`src/rtl/alu_pkg.sv`:
```
// alu_pkg: shared definitions for the ALU flag generator slice.
//   - OP_* : 4-bit ARM data-processing opcodes
//   - state_t : top-level FSM encoding
//   - nzcv_t : packed flag bundle
//   - is_test_op / is_logical_op : opcode classifiers
package alu_pkg;

  localparam logic [3:0] OP_AND = 4'h0, OP_EOR = 4'h1, OP_SUB = 4'h2, OP_RSB = 4'h3,
                         OP_ADD = 4'h4, OP_ADC = 4'h5, OP_SBC = 4'h6, OP_RSC = 4'h7,
                         OP_TST = 4'h8, OP_TEQ = 4'h9, OP_CMP = 4'hA, OP_CMN = 4'hB,
                         OP_ORR = 4'hC, OP_MOV = 4'hD, OP_BIC = 4'hE, OP_MVN = 4'hF;

  typedef enum logic [1:0] {S_IDLE, S_EXEC, S_MUL, S_DONE} state_t;

  typedef struct packed {
    logic n;
    logic z;
    logic c;
    logic v;
  } nzcv_t;

  // TST/TEQ/CMP/CMN occupy 8..11: they set flags but never write a result.
  function automatic logic is_test_op(input logic [3:0] op);
    return (op[3:2] == 2'b10);
  endfunction

  function automatic logic is_logical_op(input logic [3:0] op);
    logic r;
    case (op)
      OP_AND, OP_EOR, OP_TST, OP_TEQ, OP_ORR, OP_MOV, OP_BIC, OP_MVN: r = 1'b1;
      default: r = 1'b0;
    endcase
    return r;
  endfunction

endpackage

```
`src/rtl/alu_flag_gen_if.sv`:
```
// alu_flag_gen_if: request/response bundle of the ALU flag generator.
//   request : start, opcode, mul, acc, s_bit, a, b, acc_val, shifter_carry, c_in, v_in
//   response: busy, done, result, result_we, n_out, z_out, c_out, v_out, flag_we
//   master = requester side, slave = ALU side.
interface alu_flag_gen_if #(parameter int WIDTH = 32);
  logic             start;
  logic [3:0]       opcode;
  logic             mul;
  logic             acc;
  logic             s_bit;
  logic [WIDTH-1:0] a;
  logic [WIDTH-1:0] b;
  logic [WIDTH-1:0] acc_val;
  logic             shifter_carry;
  logic             c_in;
  logic             v_in;
  logic             busy;
  logic             done;
  logic [WIDTH-1:0] result;
  logic             result_we;
  logic             n_out;
  logic             z_out;
  logic             c_out;
  logic             v_out;
  logic             flag_we;

  modport master (
    output start, opcode, mul, acc, s_bit, a, b, acc_val, shifter_carry, c_in, v_in,
    input  busy, done, result, result_we, n_out, z_out, c_out, v_out, flag_we
  );

  modport slave (
    input  start, opcode, mul, acc, s_bit, a, b, acc_val, shifter_carry, c_in, v_in,
    output busy, done, result, result_we, n_out, z_out, c_out, v_out, flag_we
  );
endinterface

```
`src/rtl/alu_mul_seq.sv`:
```
// alu_mul_seq: iterative shift-add multiplier, one multiplier bit per cycle.
//   CLK, reset (sync, active-high)
//   start_i   : load operands (ignored while running)
//   acc_i     : preset accumulator with acc_val_i (MLA), else 0
//   mcand_i / mplier_i : multiplicand / multiplier
//   busy_o    : iterating
//   done_o    : one-cycle pulse, product_o valid (low WIDTH bits)
// Optional: ALU_MUL_EARLY_TERM_EN stops as soon as no multiplier bits remain.
module alu_mul_seq #(
  parameter int WIDTH      = 32,
  parameter int MUL_CYCLES = WIDTH
) (
  input  logic             CLK,
  input  logic             reset,
  input  logic             start_i,
  input  logic             acc_i,
  input  logic [WIDTH-1:0] mcand_i,
  input  logic [WIDTH-1:0] mplier_i,
  input  logic [WIDTH-1:0] acc_val_i,
  output logic             busy_o,
  output logic             done_o,
  output logic [WIDTH-1:0] product_o
);
  localparam int CW = $clog2(MUL_CYCLES + 1);

  logic [WIDTH-1:0] mcand_q, mcand_d, mplier_q, mplier_d, accum_q, accum_d;
  logic [CW-1:0]    cnt_q, cnt_d;
  logic             run_q, run_d, done_q, done_d, last_it;

  always_comb begin
    mcand_d  = mcand_q;
    mplier_d = mplier_q;
    accum_d  = accum_q;
    cnt_d    = cnt_q;
    run_d    = run_q;
    done_d   = 1'b0;
    last_it  = 1'b0;
    if (run_q) begin
      if (mplier_q[0]) accum_d = accum_q + mcand_q;
      mcand_d  = mcand_q << 1;
      mplier_d = mplier_q >> 1;
      cnt_d    = cnt_q + CW'(1);
      last_it  = (cnt_q == CW'(MUL_CYCLES - 1));
`ifdef ALU_MUL_EARLY_TERM_EN
      // Remaining iterations would only shift the multiplicand; product is final.
      if (mplier_d == '0) last_it = 1'b1;
`endif
      if (last_it) begin
        run_d  = 1'b0;
        done_d = 1'b1;
      end
    end else if (start_i) begin
      mcand_d  = mcand_i;
      mplier_d = mplier_i;
      accum_d  = acc_i ? acc_val_i : '0;
      cnt_d    = '0;
      run_d    = 1'b1;
    end
  end

  always_ff @(posedge CLK) begin
    if (reset) begin
      mcand_q  <= '0;
      mplier_q <= '0;
      accum_q  <= '0;
      cnt_q    <= '0;
      run_q    <= 1'b0;
      done_q   <= 1'b0;
    end else begin
      mcand_q  <= mcand_d;
      mplier_q <= mplier_d;
      accum_q  <= accum_d;
      cnt_q    <= cnt_d;
      run_q    <= run_d;
      done_q   <= done_d;
    end
  end

  assign busy_o    = run_q;
  assign done_o    = done_q;
  assign product_o = accum_q;
endmodule

```
`src/rtl/alu_flag_gen.sv`:
```
// alu_flag_gen: sequential ARM data-processing unit feeding the NZCV flag register.
//   CLK, reset (sync, active-high)
//   bus (alu_flag_gen_if.slave): operation request in; result, NZCV flags,
//   result_we / flag_we strobes, busy and done out.
// DP ops: done two cycles after start. MUL/MLA: via alu_mul_seq.
// Optional: ALU_MUL_EARLY_TERM_EN (in alu_mul_seq) shortens multiplies.
module alu_flag_gen
  import alu_pkg::*;
#(
  parameter int WIDTH      = 32,
  parameter int MUL_CYCLES = WIDTH
) (
  input logic          CLK,
  input logic          reset,
  alu_flag_gen_if.slave bus
);
  state_t           state_q, state_d;
  logic [3:0]       op_q, op_d;
  logic             mul_q, mul_d, s_q, s_d, sc_q, sc_d, ci_q, ci_d, vi_q, vi_d;
  logic [WIDTH-1:0] a_q, a_d, b_q, b_d, res_q, res_d;
  nzcv_t            flg_q, flg_d;

  logic             mul_start, mul_busy, mul_done;
  logic [WIDTH-1:0] mul_prod;

  // Data-processing datapath: one WIDTH+1 adder covers every arithmetic op.
  logic [WIDTH-1:0] x, y, lres, dp_res;
  logic [WIDTH:0]   sum;
  logic             cy, dp_c, dp_v;

  always_comb begin
    x    = a_q;
    y    = b_q;
    cy   = 1'b0;
    case (op_q)
      OP_SUB, OP_CMP: begin y = ~b_q; cy = 1'b1; end
      OP_RSB:         begin x = b_q; y = ~a_q; cy = 1'b1; end
      OP_ADC:         cy = ci_q;
      OP_SBC:         begin y = ~b_q; cy = ci_q; end
      OP_RSC:         begin x = b_q; y = ~a_q; cy = ci_q; end
      default:        ;
    endcase
    sum = {1'b0, x} + {1'b0, y} + {{WIDTH{1'b0}}, cy};

    case (op_q)
      OP_AND, OP_TST: lres = a_q & b_q;
      OP_EOR, OP_TEQ: lres = a_q ^ b_q;
      OP_ORR:         lres = a_q | b_q;
      OP_MOV:         lres = b_q;
      OP_BIC:         lres = a_q & ~b_q;
      OP_MVN:         lres = ~b_q;
      default:        lres = '0;
    endcase

    if (is_logical_op(op_q)) begin
      dp_res = lres;
      dp_c   = sc_q;
      dp_v   = vi_q;
    end else begin
      dp_res = sum[WIDTH-1:0];
      dp_c   = sum[WIDTH];
      dp_v   = (x[WIDTH-1] == y[WIDTH-1]) && (sum[WIDTH-1] != x[WIDTH-1]);
    end
  end

  assign mul_start = (state_q == S_IDLE) && bus.start && bus.mul && !mul_busy;

  alu_mul_seq #(.WIDTH(WIDTH), .MUL_CYCLES(MUL_CYCLES)) u_mul (
    .CLK       (CLK),
    .reset     (reset),
    .start_i   (mul_start),
    .acc_i     (bus.acc),
    .mcand_i   (bus.a),
    .mplier_i  (bus.b),
    .acc_val_i (bus.acc_val),
    .busy_o    (mul_busy),
    .done_o    (mul_done),
    .product_o (mul_prod)
  );

  always_comb begin
    state_d = state_q;
    op_d    = op_q;
    mul_d   = mul_q;
    s_d     = s_q;
    sc_d    = sc_q;
    ci_d    = ci_q;
    vi_d    = vi_q;
    a_d     = a_q;
    b_d     = b_q;
    res_d   = res_q;
    flg_d   = flg_q;
    case (state_q)
      S_IDLE: if (bus.start) begin
        op_d    = bus.opcode;
        mul_d   = bus.mul;
        s_d     = bus.s_bit;
        sc_d    = bus.shifter_carry;
        ci_d    = bus.c_in;
        vi_d    = bus.v_in;
        a_d     = bus.a;
        b_d     = bus.b;
        state_d = bus.mul ? S_MUL : S_EXEC;
      end
      S_EXEC: begin
        res_d   = dp_res;
        flg_d   = '{n: dp_res[WIDTH-1], z: (dp_res == '0), c: dp_c, v: dp_v};
        state_d = S_DONE;
      end
      S_MUL: if (mul_done) begin
        res_d   = mul_prod;
        flg_d   = '{n: mul_prod[WIDTH-1], z: (mul_prod == '0), c: ci_q, v: vi_q};
        state_d = S_DONE;
      end
      default: state_d = S_IDLE;
    endcase
  end

  always_ff @(posedge CLK) begin
    if (reset) begin
      state_q <= S_IDLE;
      op_q    <= '0;
      mul_q   <= 1'b0;
      s_q     <= 1'b0;
      sc_q    <= 1'b0;
      ci_q    <= 1'b0;
      vi_q    <= 1'b0;
      a_q     <= '0;
      b_q     <= '0;
      res_q   <= '0;
      flg_q   <= '0;
    end else begin
      state_q <= state_d;
      op_q    <= op_d;
      mul_q   <= mul_d;
      s_q     <= s_d;
      sc_q    <= sc_d;
      ci_q    <= ci_d;
      vi_q    <= vi_d;
      a_q     <= a_d;
      b_q     <= b_d;
      res_q   <= res_d;
      flg_q   <= flg_d;
    end
  end

  // Strobes decode the latched op so they line up exactly with done.
  assign bus.done      = (state_q == S_DONE);
  assign bus.busy      = (state_q == S_EXEC) || (state_q == S_MUL);
  assign bus.result_we = bus.done && (mul_q || !is_test_op(op_q));
  assign bus.flag_we   = bus.done && (s_q || (!mul_q && is_test_op(op_q)));
  assign bus.result    = res_q;
  assign bus.n_out     = flg_q.n;
  assign bus.z_out     = flg_q.z;
  assign bus.c_out     = flg_q.c;
  assign bus.v_out     = flg_q.v;
endmodule

```
`src/flat_wrapper.sv`:
```
// flat-port wrapper written by rule: the top's interface ports become plain ports
module alu_flag_gen_flat import alu_pkg::*;
#(
  parameter int WIDTH      = 32,
  parameter int MUL_CYCLES = WIDTH
)
  (CLK, reset, bus_start, bus_opcode, bus_mul, bus_acc, bus_s_bit, bus_a, bus_b, bus_acc_val, bus_shifter_carry, bus_c_in, bus_v_in, bus_busy, bus_done, bus_result, bus_result_we, bus_n_out, bus_z_out, bus_c_out, bus_v_out, bus_flag_we);
  alu_flag_gen_if #(.WIDTH(WIDTH)) bus_i ();
  input logic CLK;
  input logic reset;
  input wire logic [$bits(bus_i.start)-1:0] bus_start;
  input wire logic [$bits(bus_i.opcode)-1:0] bus_opcode;
  input wire logic [$bits(bus_i.mul)-1:0] bus_mul;
  input wire logic [$bits(bus_i.acc)-1:0] bus_acc;
  input wire logic [$bits(bus_i.s_bit)-1:0] bus_s_bit;
  input wire logic [$bits(bus_i.a)-1:0] bus_a;
  input wire logic [$bits(bus_i.b)-1:0] bus_b;
  input wire logic [$bits(bus_i.acc_val)-1:0] bus_acc_val;
  input wire logic [$bits(bus_i.shifter_carry)-1:0] bus_shifter_carry;
  input wire logic [$bits(bus_i.c_in)-1:0] bus_c_in;
  input wire logic [$bits(bus_i.v_in)-1:0] bus_v_in;
  output wire logic [$bits(bus_i.busy)-1:0] bus_busy;
  output wire logic [$bits(bus_i.done)-1:0] bus_done;
  output wire logic [$bits(bus_i.result)-1:0] bus_result;
  output wire logic [$bits(bus_i.result_we)-1:0] bus_result_we;
  output wire logic [$bits(bus_i.n_out)-1:0] bus_n_out;
  output wire logic [$bits(bus_i.z_out)-1:0] bus_z_out;
  output wire logic [$bits(bus_i.c_out)-1:0] bus_c_out;
  output wire logic [$bits(bus_i.v_out)-1:0] bus_v_out;
  output wire logic [$bits(bus_i.flag_we)-1:0] bus_flag_we;
  assign bus_i.start = bus_start;
  assign bus_i.opcode = bus_opcode;
  assign bus_i.mul = bus_mul;
  assign bus_i.acc = bus_acc;
  assign bus_i.s_bit = bus_s_bit;
  assign bus_i.a = bus_a;
  assign bus_i.b = bus_b;
  assign bus_i.acc_val = bus_acc_val;
  assign bus_i.shifter_carry = bus_shifter_carry;
  assign bus_i.c_in = bus_c_in;
  assign bus_i.v_in = bus_v_in;
  assign bus_busy = bus_i.busy;
  assign bus_done = bus_i.done;
  assign bus_result = bus_i.result;
  assign bus_result_we = bus_i.result_we;
  assign bus_n_out = bus_i.n_out;
  assign bus_z_out = bus_i.z_out;
  assign bus_c_out = bus_i.c_out;
  assign bus_v_out = bus_i.v_out;
  assign bus_flag_we = bus_i.flag_we;
  alu_flag_gen #(.WIDTH(WIDTH), .MUL_CYCLES(MUL_CYCLES)) u_core (.CLK(CLK), .reset(reset), .bus(bus_i));
endmodule
```
`config.mk`:
```
export PLATFORM = sky130hd
export DESIGN_NAME = alu_flag_gen_flat
export DESIGN_NICKNAME = d
export VERILOG_FILES = /design/src/rtl/alu_pkg.sv /design/src/rtl/alu_flag_gen_if.sv /design/src/rtl/alu_mul_seq.sv /design/src/rtl/alu_flag_gen.sv /design/src/flat_wrapper.sv
export SDC_FILE = /design/constraint.sdc
export NUM_CORES = 1
export LEC_CHECK = 0
export CORE_MARGIN = 2
export CORE_UTILIZATION = 57
export CTS_CLUSTER_DIAMETER = 60
export DETAILED_ROUTE_END_ITERATION = 12
export PLACE_DENSITY = 0.76
export SYNTH_ARGS = -nofsm -noshare
export SYNTH_HDL_FRONTEND = slang
export SYNTH_HIERARCHICAL = 1
export SYNTH_SLANG_ARGS = --single-unit
```
`constraint.sdc`:
```
create_clock -name CLK -period 13.3 [get_ports CLK]
set_input_delay 2.66 -clock CLK [delete_from_list [all_inputs] [get_ports CLK]]
set_output_delay 2.66 -clock CLK [all_outputs]
set_load 0.02 [all_outputs]
```
Word level (Yosys, flattened, before mapping)
Memories as Yosys holds them, arrays and structs flattened. A register that Yosys moved wholly into a read port is not among the register bits.
Cells that the tools add are included.
{"block": "totals", "output_inout_bits": 40, "memories": 1, "reg_bits": 215, "mem_bits_ro": 16, "inputBits": 109}
{"block": "op_classes", "n_reduce_logical": 31, "muxes": 31, "eq_ne": 23, "n_bitwise": 7, "n_addsub": 4}
{"name": "(name not given)", "words": 16, "width": 1, "read_ports": 1, "rd_ports_with_merged_regs": 1, "write_ports": 0, "line_no": "alu_pkg.sv:29", "text": "case (op)"}
{"cell": "two-way mux 32 bit", "n": 9}
{"cell": "case mux 32 bit (6 select lines)", "n": 1}
{"cell": "case mux 32 bit (2 select lines)", "n": 2}
{"cell": "AND 32 bit", "n": 2}
{"cell": "logical NOT 32 bit", "n": 2}
{"cell": "inverter 32 bit", "n": 2}
{"cell": "two-way mux 31 bit", "n": 2}
{"cell": "adder 32 x 32 -> 33 bit", "n": 1}
{"cell": "adder 33 x 1 -> 33 bit", "n": 1}
{"cell": "adder 32 bit", "n": 1}
{"cell": "bitwise OR 32 bit", "n": 1}
{"cell": "XOR 32 bit", "n": 1}
{"cell": "equality test 4 bit (second input constant)", "n": 7}
{"cell": "equality test 4 x 3 -> 1 bit (second input constant)", "n": 3}
{"cell": "two-way mux 4 bit", "n": 3}
{"cell": "two-way mux 6 bit", "n": 2}
{"cell": "OR reduction 2 bit", "n": 5}
{"cell": "OR reduction 3 bit", "n": 3}
{"cell": "equality test 4 x 2 -> 1 bit (second input constant)", "n": 2}
{"cell": "case mux 4 bit (2 select lines)", "n": 1}
{"cell": "AND reduction 2 bit", "n": 4}
{"cell": "logical AND 1 bit", "n": 7}
{"cell": "adder 6 x 1 -> 6 bit (second input constant)", "n": 1}
{"cell": "equality test 2 bit (second input constant)", "n": 3}
{"cell": "16 further kinds", "n": 30}

Longest topological paths before layout
Gate-level depths: netlist (run 1).
{"block": "logic_depth", "ltp_word": 9, "depth_mapped": 22, "ltp_nobuf": 18}

Modules after synthesis
Netlist (run 1), hierarchy kept.
{"mod": "alu_flag_gen", "cells_per_inst": 1393, "n_inst": 1, "seq_area_each_um2": 2222.1, "area_each_um2": 9341.5}
{"mod": "alu_mul_seq", "cells_per_inst": 808, "n_inst": 1, "seq_area_each_um2": 2082.0, "area_each_um2": 6351.1}

Worst setup path before layout (run 1)
OpenSTA, ideal clock, no wires.
{"block": "synth_path", "path_type": "reg-to-reg", "startpoint": "register u_core.op_q[1]", "endpoint": "register u_core.flg_q (netlist bit u_core/bus.z_out)", "required_time_ns": 13.241, "setup_time_ns": 0.059, "path_buffers": 5, "arrival_time_ns": 5.194, "synth_period_minus_slack_ns": 5.253, "setup_slack_ns": 8.047, "stages_incl_launch_ff": 23, "cell_sequence": "dfxtp_1 > buf_2 > clkbuf_1 > buf_2 > buf_2 > nand3_1 > o31ai_1 > clkbuf_1 > nor2_1 > a211oi_1 > fa_1 > inv_1 > fa_1 > a21o_1 > a221o_2 > or4b_4 > a31oi_4 > o31ai_2 > xnor2_2 > o2111ai_1 > nor4_1 > and4b_1 > a31o_1"}
{"block": "synth_between", "elab_chain_cells": 8}
{"item": "from (decl)", "line_no": "alu_flag_gen.sv:18", "text": "logic [3:0] op_q, op_d;"}
{"item": "from (signal assigned)", "line_no": "alu_flag_gen.sv:134", "text": "op_q <= op_d;"}
{"item": "equality test 4 x 2 -> 1 bit (tied with other cells)", "line_no": "alu_flag_gen.sv:35", "text": "case (op_q)"}
{"item": "OR reduction 3 bit (no line) / OR reduction 2 bit (equally long branches)"}
{"item": "case mux 32 bit (2 select lines) / two-way mux 32 bit (equally long branches)", "line_no": "alu_flag_gen.sv:35"}
{"item": "adder 32 x 32 -> 33 bit", "line_no": "alu_flag_gen.sv:43", "text": "sum = {1'b0, x} + {1'b0, y} + {{WIDTH{1'b0}}, cy};"}
{"item": "adder 33 x 1 -> 33 bit", "line_no": "alu_flag_gen.sv:43"}
{"item": "two-way mux 32 bit *", "line_no": "alu_flag_gen.sv:55", "text": "if (is_logical_op(op_q)) begin"}
{"item": "logical NOT 32 bit *", "line_no": "alu_flag_gen.sv:107", "text": "flg_d = '{n: dp_res[WIDTH-1], z: (dp_res == '0), c: dp_c, v: dp_v};"}
{"item": "case mux 4 bit (2 select lines) *", "line_no": "alu_flag_gen.sv:93", "text": "case (state_q)"}
{"item": "to (signal assigned)", "line_no": "alu_flag_gen.sv:143", "text": "flg_q <= flg_d;"}
{"item": "to (decl)", "line_no": "alu_flag_gen.sv:21", "text": "nzcv_t flg_q, flg_d;"}
Mark *: on every way between the ends. The rest lies on a longest branch, timed or not.
A chain may end at the register's enable or synchronous reset.

Worst setup path in the final report (run 1)
{"block": "layout_path", "startpoint": "input port bus_mul", "endpoint": "register u_core.u_mul.accum_q[30] (netlist: u_core/u_mul/product_o[30])"}
{"block": "layout_between", "elab_chain_cells": 4}
{"item": "from (decl)", "line_no": "flat_wrapper.sv:13", "text": "input wire logic [$bits(bus_i.mul)-1:0] bus_mul;"}
{"item": "logical AND 1 bit (2 in series)", "line_no": "alu_flag_gen.sv:66", "text": "assign mul_start = (state_q == S_IDLE) && bus.start && bus.mul && !mul_busy;"}
{"item": "via u_core.mul_start", "line_no": "alu_flag_gen.sv:23", "text": "logic mul_start, mul_busy, mul_done;"}
{"item": "nonzero test 2 bit (no line)"}
{"item": "AND reduction 2 bit (no line)"}
{"item": "to (signal assigned)", "line_no": "alu_mul_seq.sv:72", "text": "accum_q <= accum_d;"}
{"item": "to (decl)", "line_no": "alu_mul_seq.sv:26", "text": "logic [WIDTH-1:0] mcand_q, mcand_d, mplier_q, mplier_d, accum_q, accum_d;"}
The timed path passes the listed nets, and every way through them passes these cells.

==> flow_metrics.py, run 1 <==
metrics = {
    "drt": {
        "drt_iter0_drc": 2092,
        "dr_total_vias": 16800,
        "wl_per_cell_um": 21.2,
        "vias_per_cell": 6.47,
        "ant_nets": 0,
        "drt-total-wl_um": 55100,
        "drt-pass1-iter-count": 7,
        "drcViolationCount": 0,
    },
    "floorplan": {
        "die-width_um": 170,
        "fp.dieH_um": 170,
        "start_util_pct": 58.1,
        "rows": 60,
        "core_area_um2": 27000,
        "dieArea_um2": 28900,
        "ioPinCount": 149,
    },
    "setup_path": {
        "max_stage_delay_ns": 0.85,
        "cp_slowest_cell": "buf_4",
        "crit_path_frequent_cell": "or3_1",
        "crit_path_cell_trace": "clkdlybuf4s50_1 -> inv_1 -> nor3_2 -> buf_4 -> nand2b_1 -> and2_1 -> nand2_1 -> a21oi_1 -> or3_1 -> or3_1",
        "r2r_cells": 18,
        "cp_top_family": "simple AND/OR/NAND/NOR gates",
        "cp_max_fo": 69,
        "worst-path-buf-inv": 3,
        "r2r_slack_ns": 7.64,
        "worstPathArrival_ns": 6.22,
        "r2r_start": "u_core/op_q[1]",
        "r2r_end": "u_core/bus.c_out",
        "critPathKind": "in2reg",
        "cp.required_ns": 13.70,
        "cp.depth": 10,
        "critPathCaptureType": "register",
        "start_kind": "input pin",
    },
    "place": {
        "dp_hpwl_um": 40700,
        "place.gp.congestion": 0.990,
        "port_buffers": 148,
    },
    "synth": {
        "synth_nets": 2412,
        "synthMuxAreaShare_pct": 4.86,
        "yosysSeqAreaShare_pct": 27.4,
        "synth_largest_area_cell": "dfxtp_1",
        "synth_compound_area_share_pct": 28.5,
        "synthSimpleGateAreaFrac_pct": 22.0,
        "synth_top_family_by_area": "compound AO/OA/AOI/OAI gates",
        "synth_top_cell_area_share_pct": 27.4,
        "synth_edf_count": 0,
        "yosysWarnings": 6,
        "syn_area_per_cell_um2": 7.13,
        "ys.flop_type": "dfxtp_1",
        "synth_area_leaders": "dfxtp_1 27%, a21oi_1 9.3%, ha_1 7.9%",
        "syn_area_um2": 15700,
        "syn_inst": 2201,
        "synth_cell_types": 92,
        "synthAdderAreaFrac_pct": 8.28,
        "synthArstFlopShare_pct": 0,
        "ys_ff_latch": 215,
        "synth_xor_area_share_pct": 2.84,
    },
    "hold_path": {
        "hold_start": "u_core/bus.result[27]",
        "holdCritPathClass": "reg2reg",
        "whs_endpoint": "u_core/bus.result[27]",
        "whs_path_depth": 2,
    },
    "flow_run": {
        "cap_viol_max_count": 0,
    },
    "timing": {
        "drv_slew": 0,
        "setup_viol": 0,
        "fin_skew_ns": 0.0285,
        "max_freq_mhz": 172,
        "min_period_ns": 5.82,
        "worst_slew_pin_slew_ns": 1.28,
        "finalCritPeriodShare_pct": 43.8,
        "hold_viol": 0,
        "holdWs_ns": 0.450,
        "slew_headroom_pct": 14.9,
        "setup-tns-final_ns": 0,
        "rsz0062_at_grt": "no",
    },
    "finish": {
        "mostFrequentLayoutCells": "326 x nand2_1, 290 x a21oi_1, 236 x nor2_1, 214 x dfxtp_1, 166 x o21ai_0",
        "drive_gt1_share_pct": 4.31,
        "areaGrowthSynthToFinish_pct": 14.5,
        "final_common_cell": "nand2_1",
        "fin_nets": 2446,
        "diodes": 0,
    },
    "clock_tree": {
        "clk_pin_slew_ns": 0.06,
        "post_cts_resized": 0,
        "htreeDepth": 1,
        "cts_tree": "built",
        "insertion_delay_ns": 0.53,
        "clockBufferDepth": 3,
        "cts_root_buffer": "clkbuf_16",
        "cts_setup_buffers": 0,
        "cts_num_sinks": 215,
        "postCtsHoldBufs": 0,
        "cts_made_buffers": 25,
    },
    "power": {
        "total_leakage_power_nw": 6.77,
        "p_per_area_nw_per_um2": 163,
        "vdd_drop_max_v": 0.000148,
        "total_power_mw": 2.92,
    },
    "global_routing": {
        "grtUsageTotal_pct": 37.1,
        "grt_pass1_wl_um": 84200,
        "overflow": 0,
        "grt_pass1_vias": 14900,
        "grt_max_degree": 97,
        "grt_antenna_before_repair": 2,
    },
    "run_status": {
        "status": "completed",
    },
}
==> power by group <==
| part | internal, mW | leakage (nW) | switching [mW] | total, mW |
|---|---|---|---|---|
| Combinational | 0.491 | 4.63 | 0.871 | 1.36 |
| Clock | 0.373 | 0.389 | 0.278 | 0.651 |
| Sequential | 0.747 | 1.75 | 0.162 | 0.909 |
| Total | 1.61 | 6.77 | 1.31 | 2.92 |
==> flip-flops by register name, summed over array words and instances (netlist names), named ones only <==
signal,count
u_core/state_q,2
u_core/b_q,32
u_core/mul_q,1
u_core/vi_q,1
u_core/ci_q,1
u_core/s_q,1
u_core/u_mul/product_o,32
u_core/u_mul/mplier_q,32
u_core/bus.result,32
u_core/a_q,32
u_core/sc_q,1
u_core/bus.v_out,1
u_core/u_mul/mcand_q,32
u_core/u_mul/done_o,1
u_core/u_mul/cnt_q,6
u_core/u_mul/busy_o,1
u_core/bus.c_out,1
u_core/bus.z_out,1
u_core/op_q,4
==> stage by stage <==
stage	setup slack [ns]	util, %	instances	cell area, µm²
after detailed placement	6.94	63.6	2549	17200
after global placement	7.04	63.6	2549	17200
after floorplan	8.05	-	2201	15700
after global routing	7.20	66.5	2594	18000
final	7.48	66.5	2594	18000
after CTS	7.50	66.5	2594	18000
==> logic make-up after synthesis <==
kind of cell    Yosys count
simple gates            786
compound gates          724
fa+ha+maj               102
buf+inv                 248
mux                      76
flops                   215
xor+xnor                 50
==> worst register-to-register path, cell delays in order, from the launching register on <==
cell	delay, ns
dfxtp_1	0.30
buf_4	0.45
inv_1	0.51
o31ai_4	0.58
nor2_1	0.08
a211oi_1	0.30
fa_1	0.26
inv_1	0.06
fa_1	0.40
a21o_1	0.23
a221o_2	0.43
a221oi_2	0.46
o41ai_4	0.18
o221ai_2	0.27
o211ai_1	0.18
a2111oi_0	0.49
o311ai_1	0.18
o21ai_0	0.13
nor2_1	0.05
==> synth_stat cells (5+ instances only) <==
cell type	instances
a221oi_1	26
nand3_1	29
xor2_1	23
nor2b_1	16
buf_2	14
o32ai_1	15
o32a_1	7
inv_1	86
a21o_1	28
nor2_1	237
clkbuf_1	131
xnor2_1	26
nor3b_1	5
or3_1	16
a211oi_1	20
a31oi_1	16
nor3_1	64
o211ai_1	15
o2111ai_1	6
nor4b_1	5
o221ai_1	5
nand4_1	15
nand2b_1	19
ha_1	99
o21ai_1	8
buf_1	12
nor4_1	16
a311oi_1	6
a21oi_1	291
and3_1	13
nand2_1	327
o21a_1	15
and2_1	6
o21ai_0	166
dfxtp_1	215
a2111oi_0	5
a22oi_1	6
o31ai_1	6
o22ai_1	21
a21boi_0	6
mux2i_1	74
==> routing by layer <==
| metal | global-route usage, % | routed length [µm] | share of wire (%) |
|---|---|---|---|
| met2 | 55.7 | 23300 | 42 |
| met5 | 0 | 0 | 0 |
| met1 | 53.8 | 23600 | 43 |
| met3 | 4.16 | 5610 | 10 |
| met4 | 15.7 | 2520 | 4.6 |
==> how the worst max path moves through the flow <==
stage                                            end            from  slack [ns]
after floorplan                     u_core/bus.z_out  u_core/op_q[1]        8.05
after global placement    u_core/u_mul/product_o[30]         bus_mul        7.04
after detailed placement  u_core/u_mul/product_o[30]         bus_mul        6.94
after CTS                 u_core/u_mul/product_o[30]         bus_mul        7.50
after global routing      u_core/u_mul/product_o[30]         bus_mul        7.20
final                     u_core/u_mul/product_o[30]         bus_mul        7.48
==> area by class of cell <==
type,count,area [µm²]
timing repair buffer,168,1630
clock inverter,11,80.1
clock buffer,34,699
multi-input combinational,1738,10500
inverter,87,327
fill,2402,9060
tap,341,427
sequential,215,4310
Power figures use the tool's default switching activity.
==> inputs of run 2 (changes only) <==
--- a/config.mk
+++ b/config.mk
@@ -6,10 +6,10 @@
 export NUM_CORES = 1
 export LEC_CHECK = 0
 export CORE_MARGIN = 2
-export CORE_UTILIZATION = 57
+export CORE_UTILIZATION = 53
 export CTS_CLUSTER_DIAMETER = 60
 export DETAILED_ROUTE_END_ITERATION = 12
-export PLACE_DENSITY = 0.76
+export PLACE_DENSITY = 0.75
 export SYNTH_ARGS = -nofsm -noshare
 export SYNTH_HDL_FRONTEND = slang
 export SYNTH_HIERARCHICAL = 1
==> constraint.sdc (replaced) <==
create_clock -name CLK -period 4.8 [get_ports CLK]
set_input_delay 0.96 -clock CLK [delete_from_list [all_inputs] [get_ports CLK]]
set_output_delay 0.96 -clock CLK [all_outputs]
set_load 0.02 [all_outputs]
==> run 2 against run 1 <==
Design area up 1.3%. Non-clock buffer count is 27 higher. Clock skew fell by 0.0050 ns. Clock power rose to 2.7 times the previous value. Setup slack worse by 7.3 ns. Via count up 1.3%. Sequential share of layout area shrank 0.32 points. Utilization fell by 3.6 points. Combinational power rose to 2.9 times the previous value. Flip-flop and latch count is the same. Sequential power rose to 2.8 times the previous value. Largest cell class unchanged.
==> flow_metrics.py, run 2 (synthesis gave the netlist of run 1 again) <==
metrics = {
    "run_status": {
        "status": "completed",
    },
    "timing": {
        "setup-tns-final_ns": 0,
        "rsz0062_at_grt": "no",
        "finalCritPeriodShare_pct": 95.3,
        "hold_viol": 0,
        "worst_slew_pin_slew_ns": 1.08,
        "fin_skew_ns": 0.0235,
        "min_period_ns": 4.57,
        "setup_viol": 0,
        "slew_headroom_pct": 27.7,
        "drv_slew": 0,
        "max_freq_mhz": 219,
    },
    "setup_path": {
        "crit_path_cell_trace": "and2_1 -> o31ai_4 -> nor2_1 -> a211oi_2 -> fa_1 -> inv_1 -> fa_1 -> a21o_1 -> a221o_2 -> or4b_4 -> a31oi_4 -> o31ai_2 -> xnor2_2 -> o2111ai_1 -> nor4_2 -> and4b_1 -> a31o_1",
        "start_kind": "register",
        "cp.required_ns": 5.27,
        "worst-path-buf-inv": 1,
        "worstPathArrival_ns": 5.05,
        "max_stage_delay_ns": 0.54,
        "cp_top_family": "compound AO/OA/AOI/OAI gates",
        "cp_slowest_cell": "or4b_4",
        "cp_max_fo": 8,
        "critPathKind": "reg2reg",
        "crit_path_frequent_cell": "fa_1",
        "critPathCaptureType": "register",
    },
    "power": {
        "total_leakage_power_nw": 6.89,
        "vdd_drop_max_v": 0.000311,
        "p_per_area_nw_per_um2": 450,
        "clkPwrFrac_pct": 21.1,
        "seqPwrFrac_pct": 30.8,
        "switchingPower_mw": 3.69,
        "p_int_mw": 4.51,
        "switching_share_pct": 45.0,
        "power_frac_comb_pct": 48.0,
    },
    "finish": {
        "drive_gt1_share_pct": 5.36,
        "design_area_um2": 18200,
        "mostFrequentLayoutCells": "326 x nand2_1, 290 x a21oi_1, 237 x nor2_1, 214 x dfxtp_1, 165 x o21ai_0",
        "diodes": 0,
        "areaGrowthSynthToFinish_pct": 16.0,
        "fin_nets": 2473,
        "final_common_cell": "nand2_1",
    },
    "flow_run": {
        "cap_viol_max_count": 0,
    },
    "floorplan": {
        "ioPinCount": 149,
        "core_area_um2": 28900,
        "fp.dieH_um": 176,
        "rows": 62,
        "dieArea_um2": 31000,
        "die-width_um": 176,
        "start_util_pct": 54.2,
    },
    "global_routing": {
        "grt_pass1_vias": 15300,
        "grt_antenna_before_repair": 0,
        "grtUsageTotal_pct": 35.5,
        "grt_max_degree": 122,
        "grt_pass1_wl_um": 86300,
        "overflow": 0,
    },
    "hold_path": {
        "holdCritPathClass": "reg2reg",
    },
    "drt": {
        "drt_iter0_drc": 2329,
        "drt-total-wl_um": 56900,
        "drt-pass1-iter-count": 6,
        "dr_total_vias": 17000,
        "drcViolationCount": 0,
        "vias_per_cell": 6.39,
        "wl_per_cell_um": 21.4,
        "ant_nets": 0,
    },
    "clock_tree": {
        "clockBufferDepth": 3,
        "cts_tree": "built",
        "cts_made_buffers": 25,
        "htreeDepth": 1,
        "cts_root_buffer": "clkbuf_16",
        "cts_num_sinks": 215,
        "insertion_delay_ns": 0.53,
        "postCtsHoldBufs": 0,
        "clk_pin_slew_ns": 0.06,
    },
    "place": {
        "place.gp.congestion": 1.03,
        "place_area_um2": 17400,
        "dp_hpwl_um": 43000,
        "port_buffers": 148,
    },
}
## run 2: cell types whose count changed in the layout (fill, tap and decap cells not counted), moves of 2 or more
cell       previous run  this run
a2111oi_0             5         3
buf_4                20        45
clkbuf_1              5         7
clkinv_2              6         4
inv_8                 3         0
nor4_1               16        14
nor4_2                0         2
## run 2: through the flow
step	power, mW	cells	utilization (%)	setup WS [ns]	hold WS [ns]
after floorplan	5.05	2201	-	0.00214	0.433
after global placement	6.25	2617	60.2	0.132	0.438
after detailed placement	6.32	2617	60.2	0.0681	0.445
after CTS	8.06	2658	62.8	0.0473	0.455
after global routing	8.67	2660	62.9	0.0105	0.477
final	8.20	2660	62.9	0.225	0.455
## run 2: repair_timing
| item | 4_1_cts | 5_1_grt |
|---|---|---|
| resized for setup | 0 | 10 |
| setup endpoints to repair | 0 | 6 |
| buffers inserted | 0 | 2 |
## run 2: path summary, 6_finish.rpt
| kind | startpoint | endpoint | slack, ns | cells past startpoint |
|---|---|---|---|---|
| max | u_core/op_q[3] | u_core/bus.z_out | 0.23 | 17 |
| min | u_core/bus.result[23] | u_core/bus.result[23] | 0.46 | 2 |
| max reg2reg | u_core/op_q[3] | u_core/bus.z_out | 0.23 | 17 |
| min reg2reg | u_core/bus.result[23] | u_core/bus.result[23] | 0.46 | 2 |
## run 2: metal layers
| metal | wire length, µm | part of all wire [%] | track usage [%] | up-vias |
|---|---|---|---|---|
| met1 | 24600 | 43 | 51.3 | 7954 |
| met3 | 6100 | 11 | 6.05 | 141 |
| li1 | - | - | - | 7966 |
| met4 | 2600 | 4.6 | 14.5 | 0 |
| met2 | 23600 | 42 | 52.1 | 945 |
| met5 | 0 | 0 | 0 | - |
## run 2: cell type report
type	instances	area [µm²]
clock buffer	35	693
clock inverter	6	37.5
fill	2657	10700
inverter	87	327
multi-input combinational	1738	10500
sequential	215	4310
tap	384	480
timing repair buffer	195	1850
## run 2: power groups by stage
stage | logic, mW | registers, mW | clock network, mW
after floorplan | 2.70 | 2.36 | 0
after detailed placement | 3.79 | 2.53 | 0
after global placement | 3.73 | 2.52 | 0
after global routing | 4.30 | 2.54 | 1.82
final | 3.94 | 2.53 | 1.73
after CTS | 3.82 | 2.49 | 1.75
## run 2: tightest hold or removal path, delay by kind of cell, from the launching register on
kind / cells / cell delay, ns
AND/OR/NAND/NOR: 1 / 0.05
flip-flops: 1 / 0.31
AO/OA/AOI/OAI: 1 / 0.05
==> inputs of run 3 (changes only) <==
--- a/config.mk
+++ b/config.mk
@@ -5,9 +5,9 @@
 export SDC_FILE = /design/constraint.sdc
 export NUM_CORES = 1
 export LEC_CHECK = 0
+export CAP_MARGIN = 15
 export CORE_MARGIN = 2
 export CORE_UTILIZATION = 53
-export CTS_CLUSTER_DIAMETER = 60
 export DETAILED_ROUTE_END_ITERATION = 12
 export PLACE_DENSITY = 0.75
 export SYNTH_ARGS = -nofsm -noshare
==> run 3 against run 2 <==
Setup slack improved by 0.0097 ns. Clock skew fell by 0.0042 ns. Utilization up 0.19 points. First-iteration DRC count is 0.30% higher. Count of clock-buffer cells in the layout decreased by 2. Highest routed layer unchanged. Critical path type unchanged. Sequential power barely moved. Clock power is 9% higher.
==> flow_metrics.py, run 3 (synthesis gave the netlist of run 1 again) <==
metrics = {
    "run_status": {
        "status": "completed",
    },
    "floorplan": {
        "die-width_um": 176,
        "rows": 62,
        "ioPinCount": 149,
        "dieArea_um2": 31000,
        "core_area_um2": 28900,
        "start_util_pct": 54.2,
        "fp.dieH_um": 176,
    },
    "finish": {
        "design_area_um2": 18300,
        "final_common_cell": "nand2_1",
        "mostFrequentLayoutCells": "326 x nand2_1, 290 x a21oi_1, 237 x nor2_1, 214 x dfxtp_1, 166 x o21ai_0",
        "fillers": 2655,
        "areaGrowthSynthToFinish_pct": 16.4,
        "drive_gt1_share_pct": 5.45,
        "diodes": 0,
        "fin_util_pct": 63.1,
        "fin_nets": 2471,
    },
    "hold_path": {
        "hold_start": "u_core/bus.result[17]",
        "holdCritPathClass": "reg2reg",
    },
    "global_routing": {
        "grt_antenna_before_repair": 0,
        "overflow": 0,
        "grtUsageTotal_pct": 35.6,
        "grt_pass1_wl_um": 86700,
        "grt_pass1_vias": 15300,
        "grt_max_degree": 122,
    },
    "setup_path": {
        "cp.required_ns": 5.27,
        "crit_path_frequent_cell": "fa_1",
        "max_stage_delay_ns": 0.54,
        "critPathKind": "reg2reg",
        "start_kind": "register",
        "critPathCaptureType": "register",
        "cp_slowest_cell": "or4b_4",
        "r2r_start": "u_core/op_q[3]",
        "cp_top_family": "compound AO/OA/AOI/OAI gates",
        "worst-path-buf-inv": 1,
        "worstPathArrival_ns": 5.03,
        "cp_max_fo": 8,
        "crit_path_cell_trace": "and2_1 -> o31ai_4 -> nor2_1 -> a211oi_2 -> fa_1 -> inv_1 -> fa_1 -> a21o_1 -> a221o_2 -> or4b_4 -> a31oi_4 -> o31ai_2 -> xnor2_2 -> o2111ai_1 -> nor4_2 -> and4b_1 -> a31o_1",
        "crit_path_start": "u_core/op_q[3]",
    },
    "place": {
        "dp_hpwl_um": 43000,
        "place.gp.congestion": 1.03,
        "place_area_um2": 17400,
        "port_buffers": 148,
    },
    "drt": {
        "dr_total_vias": 17100,
        "drt-pass1-iter-count": 6,
        "ant_nets": 0,
        "drt-total-wl_um": 57100,
        "drt_iter0_drc": 2336,
        "drcViolationCount": 0,
        "vias_per_cell": 6.42,
        "wl_per_cell_um": 21.5,
    },
    "power": {
        "switchingPower_mw": 3.72,
        "vdd_drop_max_v": 0.000312,
        "clkPwrFrac_pct": 22.5,
        "p_per_area_nw_per_um2": 457,
        "total_leakage_power_nw": 6.90,
        "power_frac_comb_pct": 47.2,
        "switching_share_pct": 44.6,
        "seqPwrFrac_pct": 30.3,
        "total_power_mw": 8.34,
        "p_int_mw": 4.62,
    },
    "clock_tree": {
        "cts_root_buffer": "clkbuf_16",
        "clk_pin_slew_ns": 0.06,
        "cts_made_buffers": 25,
        "cts_num_sinks": 215,
        "cts_setup_buffers": 0,
        "clockBufferDepth": 3,
        "htreeDepth": 1,
        "insertion_delay_ns": 0.53,
        "cts_tree": "built",
    },
    "timing": {
        "drv_slew": 0,
        "min_period_ns": 4.57,
        "setup-tns-final_ns": 0,
        "slew_headroom_pct": 27.5,
        "finalCritPeriodShare_pct": 95.1,
        "hold_viol": 0,
        "setup_viol": 0,
        "rsz0062_at_grt": "no",
        "worst_slew_pin_slew_ns": 1.08,
        "holdWs_ns": 0.450,
        "max_freq_mhz": 219,
        "fin_skew_ns": 0.0193,
    },
    "flow_run": {
        "cap_viol_max_count": 0,
    },
}
run 3: cell types whose count changed in the layout (fill, tap and decap cells not counted), moves of 2 or more:
cell,before,now
clkinvlp_4,0,4
clkbuf_1,7,4
bufinv_16,0,2
buf_4,45,43
run 3: final cells by class:
type	count	area, µm²	share of cell area, %
flip-flops and latches	215	4310	23.6
clock inverters	9	105	0.576
repair buffers	193	1840	10.1
inverters	87	327	1.79
multi-input cells	1738	10500	57.5
clock buffers	33	696	3.81
well taps	384	480	2.63
run 3: path summary, 6_finish.rpt:
kind | to | slack (ns) | cells past startpoint
worst max register to register | u_core/bus.z_out | 0.23 | 17
worst max-delay path | u_core/bus.z_out | 0.23 | 17
worst min register to register | u_core/bus.result[17] | 0.45 | 2
worst min-delay path | u_core/bus.result[17] | 0.45 | 2
run 3: metrics by stage:
step | std cells | setup WS (ns)
final | 2659 | 0.235
after global routing | 2659 | 0.0201
after CTS | 2659 | 0.0451
after detailed placement | 2617 | 0.0681
after global placement | 2617 | 0.132
after floorplan | 2201 | 0.00214
run 3: routing by layer:
layer  up-vias  share of wire [%]  wire [µm]  track usage, %
li1       7970                  -          -               -
met1      7979                 43      24400            52.0
met2      1001                 42      23800            52.7
met3       124                 11       6560            5.34
met4         0                4.1       2350            13.5
met5         -                  0          0               0
run 3: power groups by stage:
stage / registers, mW / logic, mW / clock network [mW]
finish: 2.52 / 3.94 / 1.88
CTS: 2.49 / 3.82 / 1.89
floorplan: 2.36 / 2.70 / 0
global placement: 2.52 / 3.73 / 0
detailed placement: 2.53 / 3.79 / 0
global route: 2.54 / 4.30 / 1.97
run 3: repair_timing:
action / in CTS / in global routing
gates resized for setup: 0 / 9
hold buffers: 0 / 0
endpoints found under the hold margin: 0 / 0
setup endpoints to repair: 0 / 6
run 3: worst reg2reg max path: stages (launching register included):
cell	delay, ns
dfxtp_1	0.36
and2_1	0.24
o31ai_4	0.32
nor2_1	0.10
a211oi_2	0.20
fa_1	0.25
inv_1	0.06
fa_1	0.41
a21o_1	0.23
a221o_2	0.42
or4b_4	0.54
a31oi_4	0.22
o31ai_2	0.11
xnor2_2	0.16
o2111ai_1	0.15
nor4_2	0.37
and4b_1	0.26
a31o_1	0.14
